<file path="src/rtl/cdb_pkg.sv">
// Shared types and helpers for the Common Data Bus arbiter: field widths, the
// queued result entry, and the round-robin pick function.
package cdb_pkg;

    localparam int ROBEN_W = 5;
    localparam int DATA_W  = 32;
    localparam logic [ROBEN_W-1:0] ROBEN_NONE = '0;

    // Upper bound on sources that rr_pick can arbitrate over.
    localparam int RR_MAX = 16;
    localparam int RR_W   = $clog2(RR_MAX);

    typedef struct packed {
        logic [ROBEN_W-1:0] roben;
        logic [DATA_W-1:0]  data;
        logic               branch_decision;
    } cdb_entry_t;

    // One-hot grant of the first set bit of req scanning upward from ptr+1, modulo n.
    function automatic logic [RR_MAX-1:0] rr_pick(input logic [RR_MAX-1:0] req,
                                                  input int unsigned       ptr,
                                                  input int unsigned       n);
        logic [RR_MAX-1:0] grant;
        int unsigned       idx;
        grant = '0;
        for (int unsigned i = 1; i <= RR_MAX; i++) begin
            idx = (ptr + i) % n;
            if (i <= n && grant == '0 && req[idx[RR_W-1:0]]) begin
                grant[idx[RR_W-1:0]] = 1'b1;
            end
        end
        return grant;
    endfunction

endpackage

</file>
<file path="src/rtl/cdb_src_fifo.sv">
// Per-source result queue: QDEPTH-entry circular buffer with a combinational head,
// flush taking priority over push and pop.
module cdb_src_fifo
    import cdb_pkg::*;
#(
    parameter int QDEPTH = 2
) (
    input  logic                         clk,
    input  logic                         rst,
    input  logic                         flush,
    input  logic                         push,
    input  logic                         pop,
    input  cdb_entry_t                   din,
    output cdb_entry_t                   head,
    output logic [$clog2(QDEPTH+1)-1:0]  count,
    output logic                         not_full
);

    localparam int AW = $clog2(QDEPTH);
    localparam int CW = $clog2(QDEPTH+1);

    cdb_entry_t      mem [QDEPTH];
    logic [AW-1:0]   rd_ptr_reg;
    logic [AW-1:0]   wr_ptr_reg;
    logic [CW-1:0]   count_reg;
    logic            do_push;
    logic            do_pop;

    assign not_full = (count_reg < CW'(QDEPTH));
    assign do_push  = push && not_full && !flush;
    assign do_pop   = pop && (count_reg != '0) && !flush;
    assign head     = mem[rd_ptr_reg];
    assign count    = count_reg;

    // Storage carries no reset; only the pointers define validity.
    always_ff @(posedge clk) begin
        if (do_push) begin
            mem[wr_ptr_reg] <= din;
        end
    end

    always_ff @(posedge clk or negedge rst) begin
        if (!rst) begin
            rd_ptr_reg <= '0;
            wr_ptr_reg <= '0;
            count_reg  <= '0;
        end else if (flush) begin
            rd_ptr_reg <= '0;
            wr_ptr_reg <= '0;
            count_reg  <= '0;
        end else begin
            if (do_push) wr_ptr_reg <= wr_ptr_reg + AW'(1);
            if (do_pop)  rd_ptr_reg <= rd_ptr_reg + AW'(1);
            if (do_push && !do_pop)      count_reg <= count_reg + CW'(1);
            else if (do_pop && !do_push) count_reg <= count_reg - CW'(1);
        end
    end

endmodule

</file>
<file path="src/rtl/cdb_arbiter.sv">
// CDB producer: queues functional-unit results and broadcasts one per cycle.
// Define CDB_BRANCH_PRIORITY_EN to give source 0 fixed priority over round-robin.
module cdb_arbiter
    import cdb_pkg::*;
#(
    parameter int N_SRC  = 4,
    parameter int QDEPTH = 2
) (
    input  logic                       clk,
    input  logic                       rst,
    input  logic [N_SRC-1:0]           src_valid,
    output logic [N_SRC-1:0]           src_ready,
    input  logic [N_SRC*ROBEN_W-1:0]   src_roben,
    input  logic [N_SRC*DATA_W-1:0]    src_data,
    input  logic [N_SRC-1:0]           src_branch_decision,
    input  logic                       flush,
    output logic [ROBEN_W-1:0]         CDB_ROBEN,
    output logic [DATA_W-1:0]          CDB_ROBEN_Write_Data,
    output logic                       CDB_Branch_Decision,
    output logic [N_SRC-1:0]           cdb_grant
);

    localparam int PTR_W = (N_SRC > 1) ? $clog2(N_SRC) : 1;
    localparam int CW    = $clog2(QDEPTH+1);

    cdb_entry_t         src_entry [N_SRC];
    cdb_entry_t         head      [N_SRC];
    logic [CW-1:0]      count_w   [N_SRC];
    logic [N_SRC-1:0]   nonempty;
    logic [N_SRC-1:0]   grant;
    logic               prio_grant;
    logic [PTR_W-1:0]   win_idx;
    cdb_entry_t         win_entry;

    logic [PTR_W-1:0]   ptr_reg;
    logic [ROBEN_W-1:0] cdb_roben_reg;
    logic [DATA_W-1:0]  cdb_data_reg;
    logic               cdb_branch_reg;
    logic [N_SRC-1:0]   cdb_grant_reg;

    genvar gi;
    generate
        for (gi = 0; gi < N_SRC; gi++) begin : g_src
            assign src_entry[gi] = {src_roben[gi*ROBEN_W +: ROBEN_W],
                                    src_data[gi*DATA_W +: DATA_W],
                                    src_branch_decision[gi]};
            assign nonempty[gi]  = (count_w[gi] != '0);

            // Reserved-tag results complete the handshake but never occupy a slot.
            cdb_src_fifo #(.QDEPTH(QDEPTH)) u_fifo (
                .clk      (clk),
                .rst      (rst),
                .flush    (flush),
                .push     (src_valid[gi] && (src_roben[gi*ROBEN_W +: ROBEN_W] != ROBEN_NONE)),
                .pop      (grant[gi]),
                .din      (src_entry[gi]),
                .head     (head[gi]),
                .count    (count_w[gi]),
                .not_full (src_ready[gi])
            );
        end
    endgenerate

    always_comb begin
        grant      = '0;
        prio_grant = 1'b0;
`ifdef CDB_BRANCH_PRIORITY_EN
        if (nonempty[0]) begin
            grant[0]   = 1'b1;
            prio_grant = 1'b1;
        end else begin
            grant = N_SRC'(rr_pick(RR_MAX'(nonempty & ~N_SRC'(1)), 32'(ptr_reg), N_SRC));
        end
`else
        grant = N_SRC'(rr_pick(RR_MAX'(nonempty), 32'(ptr_reg), N_SRC));
`endif
    end

    always_comb begin
        win_idx   = '0;
        win_entry = '0;
        for (int i = 0; i < N_SRC; i++) begin
            if (grant[i]) begin
                win_idx   = PTR_W'(i);
                win_entry = head[i];
            end
        end
    end

    // With no winner win_entry is all zero, so the idle values load naturally.
    always_ff @(posedge clk or negedge rst) begin
        if (!rst) begin
            ptr_reg        <= PTR_W'(N_SRC-1);
            cdb_roben_reg  <= ROBEN_NONE;
            cdb_data_reg   <= '0;
            cdb_branch_reg <= 1'b0;
            cdb_grant_reg  <= '0;
        end else if (flush) begin
            cdb_roben_reg  <= ROBEN_NONE;
            cdb_data_reg   <= '0;
            cdb_branch_reg <= 1'b0;
            cdb_grant_reg  <= '0;
        end else begin
            cdb_roben_reg  <= win_entry.roben;
            cdb_data_reg   <= win_entry.data;
            cdb_branch_reg <= win_entry.branch_decision;
            cdb_grant_reg  <= grant;
            if ((|grant) && !prio_grant) begin
                ptr_reg <= win_idx;
            end
        end
    end

    assign CDB_ROBEN            = cdb_roben_reg;
    assign CDB_ROBEN_Write_Data = cdb_data_reg;
    assign CDB_Branch_Decision  = cdb_branch_reg;
    assign cdb_grant            = cdb_grant_reg;

endmodule
</file>
<file path="config.mk">
export PLATFORM = sky130hd
export DESIGN_NAME = cdb_arbiter
export DESIGN_NICKNAME = d
export VERILOG_FILES = /design/src/rtl/cdb_pkg.sv /design/src/rtl/cdb_src_fifo.sv /design/src/rtl/cdb_arbiter.sv
export SDC_FILE = /design/constraint.sdc
export NUM_CORES = 1
export LEC_CHECK = 0
export BUFFER_PORTS_ARGS = -buffer_cell sky130_fd_sc_hd__clkbuf_2
export CAP_MARGIN = 20
export CORE_ASPECT_RATIO = 1.25
export CORE_MARGIN = 2
export CORE_UTILIZATION = 25
export CTS_CLUSTER_SIZE = 10
export DETAILED_ROUTE_END_ITERATION = 8
export SYNTH_ARGS = -nofsm -noshare
export SYNTH_HDL_FRONTEND = slang
export SYNTH_SLANG_ARGS = --single-unit
export TNS_END_PERCENT = 50
</file>
<file path="constraint.sdc">
create_clock -name clk -period 13.4 [get_ports clk]
set_clock_uncertainty 0.1 [all_clocks]
set_input_delay 2.68 -clock clk [delete_from_list [all_inputs] [get_ports clk]]
set_output_delay 2.68 -clock clk [all_outputs]
set_load 0.005 [all_outputs]
</file>
==> metrics <==
clock slew at reported path FFs=0.06 ns; syn nets=1044; clock sinks=364; Leak=6.21 nW; Sw Pwr=1.59 mW; max cap viols=0; Total Wirelength=40200 um; H-tree depth=2; max-slew violations=0; TritonCTS clock tree=built; die area=60900 sq um; Synth Flop Type=edfxtp_1; clock root buffer=clkbuf_16; P&R area growth vs syn=22.1%; number of synthesized register bits=364; critical path arrival=4.56 ns; Gate power share=38.4%; Cells after Synth=877; Hold Path Depth=2; cts hold-fix bufs=0; cells on worst reg2reg path=11; DIE HEIGHT=275 um; register area share after synthesis=72.2%; kind of critical path=primary input to flop; DR iter-0 viols=606; top-level port count=205; aggregate global routing overflow=0; Async S/R FF share, synth=16.5%; Netlist cell types=57; CTS buffer count=44; Clock Latency Late Sink=0.57 ns; Slowest Stage Delay on Critical Path=0.67 ns; Worst Path Max Fanout=26; Starting Density=25.2%; Via Count=8452; number of flip-flops in the largest register=304; Row Count=99; total setup buffers inserted after CTS=0; Net Sw Frac=37.6%; Placer Congestion=0.757; synth warn=0; Max Freq=227 MHz; crit share post-route=32.9%; commonest non-fill, non-tap cells in the layout=edfxtp_1, clkbuf_2, mux2i_1, mux2_2, dfrtp_1; initial antenna violation count=4; Placed Cells=1803; CP startpoint kind=primary input; largest net degree at the start of global routing=61; HPWL Detailed=25900 um; Max transition margin=28.6%; number of port buffers=204; CP max stage cell=o211ai_1; Buf+Inv Stages, Crit Path=2; drt pass-1 iters=4; R2R Path Start=ptr_reg[0]$_DFFE_PN1P_; final routed wire length divided by cell count=21.3 um; Crit path max-delay family=simple AND/OR/NAND/NOR gates; Power Internal=2.63 mW; class of the tightest hold or removal check=flop to flop; routed vias/inst=4.48; Finished Layout Cells=1887; setup tns final=0 ns; final setup fails=0; Die Width=221 um; Metal-1 WL=15900 um; Clock Power Share=26.3%; Core Footprint=58300 sq um; Hold EP=CDB_ROBEN_Write_Data[30]$_DFF_PN0_; EDFF count, synth=304; # DRC=0; vias in the first global route=8914; Resize count post-CTS=0; layout cell share with drive strength beyond 1=36.4%; critical hold path startpoint=g_src[2].u_fifo.mem[1][31]$_DFFE_PP_; DR WL met2=20800 um; first-pass GRT wire length=58000 um; nets@finish=1261; element type at the critical path end=flop; DRT antenna net count=0; commonest non-fill, non-tap cell in the layout=edfxtp_1; max layer used=met5; pwr/cell area=235 nW/um^2; RSZ-0062 raised after global routing=false; Overall Global Routing Usage=12.9%; slew at the pin with the worst max-slew slack=1.07 ns; Synth Cell Area=14700 sq um; deepest clock path buffer count=3; Crit path required time=13.56 ns; min cycle time layout=4.40 ns; Hold Fails Final Rpt=0; syn_area_per_cell=16.8 sq um; worst path cell trace=clkbuf_2 -> or4_1 -> o211ai_1 -> nor3_2 -> buf_4; Seq pwr share=35.3%; flop2flop setup slack=9.44 ns; Tot Pwr=4.22 mW; Worst VDD drop=0.221 mV; Reg-to-Reg End=CDB_ROBEN_Write_Data[16]$_DFF_PN0_; DR WL met3=2590 um; status=completed
-- cells in the mapped netlist, drive strengths merged (3+ instances only) --
cell	instances	area [sq um]
mux4	5	113
or4	5	37.5
mux2	76	856
inv	10	37.5
ha	8	100
mux2i	77	771
xor2	5	43.8
a22oi	3	27.5
nor3b	4	30.0
xnor2	4	35.0
nand2	49	184
clkbuf	26	97.6
edfxtp	304	9130
nand2b	3	18.8
a211oi	39	305
or3	5	31.3
o211ai	4	30.0
a21oi	51	267
o21ai	11	58.8
nor2	26	97.6
nor3	7	46.3
or2	6	37.5
o221ai	38	464
buf	28	200
dfrtp	58	1450
-- final cells by class --
type                    count  area (sq um)
clock buffers              74          1260
inverters                  10          37.5
diodes                      2          5.00
well taps                 757           947
fillers                  5709         40400
repair buffers            225          1200
multi-input cells         449          3820
clock inverters             6          65.1
flip-flops and latches    364         10600
-- layer usage --
layer  GRT usage [%]  vias up
li1                -     3887
met1            15.2     4256
met2            23.0      248
met3            3.45       55
met4            4.15        6
met5               0        -
-- kinds of logic after synthesis --
kind of cell | share of synthesized area [%]
multiplexers | 11.8
adder cells (fa/ha/maj) | 0.680
AND/OR/NAND/NOR | 3.58
flip-flops | 72.2
buffers and inverters | 2.28
XOR/XNOR | 0.535
AO/OA/AOI/OAI | 8.92
-- stage by stage --
stage	instance area, sq um	util, %	hold slack [ns]	setup slack (ns)
global route	18000	30.8	0.490	8.90
floorplan	14700	-	0.412	6.89
finish	18000	30.8	0.462	9.00
CTS	17900	30.8	0.461	8.56
detailed placement	16600	28.5	0.447	7.97
global placement	16600	28.5	0.432	8.08
-- power by group through the flow --
stage               logic [mW]  clock network, mW  registers [mW]
floorplan                 1.18                  0            1.47
global placement          1.60                  0            1.52
detailed placement        1.64                  0            1.53
CTS                       1.64               1.15            1.51
global route              1.76               1.19            1.51
finish                    1.62               1.11            1.49
-- worst max path at each step --
stage | start | endpoint | cells after the start
after floorplan | flush | g_src[1].u_fifo.mem[1][0]$_DFFE_PP_ | 3
after global placement | src_roben[8] | g_src[1].u_fifo.mem[1][18]$_DFFE_PP_ | 5
after detailed placement | src_roben[7] | g_src[1].u_fifo.mem[1][20]$_DFFE_PP_ | 5
after CTS | src_roben[7] | g_src[1].u_fifo.mem[1][19]$_DFFE_PP_ | 5
after global routing | src_roben[5] | g_src[1].u_fifo.mem[0][15]$_DFFE_PP_ | 5
final | src_roben[5] | g_src[1].u_fifo.mem[0][19]$_DFFE_PP_ | 5
-- worst min-delay path, stage by stage (launching register included) --
cell and delay [ns]:
edfxtp_1 0.32, mux2i_1 0.08, o221ai_2 0.13
No activity file was read; power rests on OpenSTA's default activity.
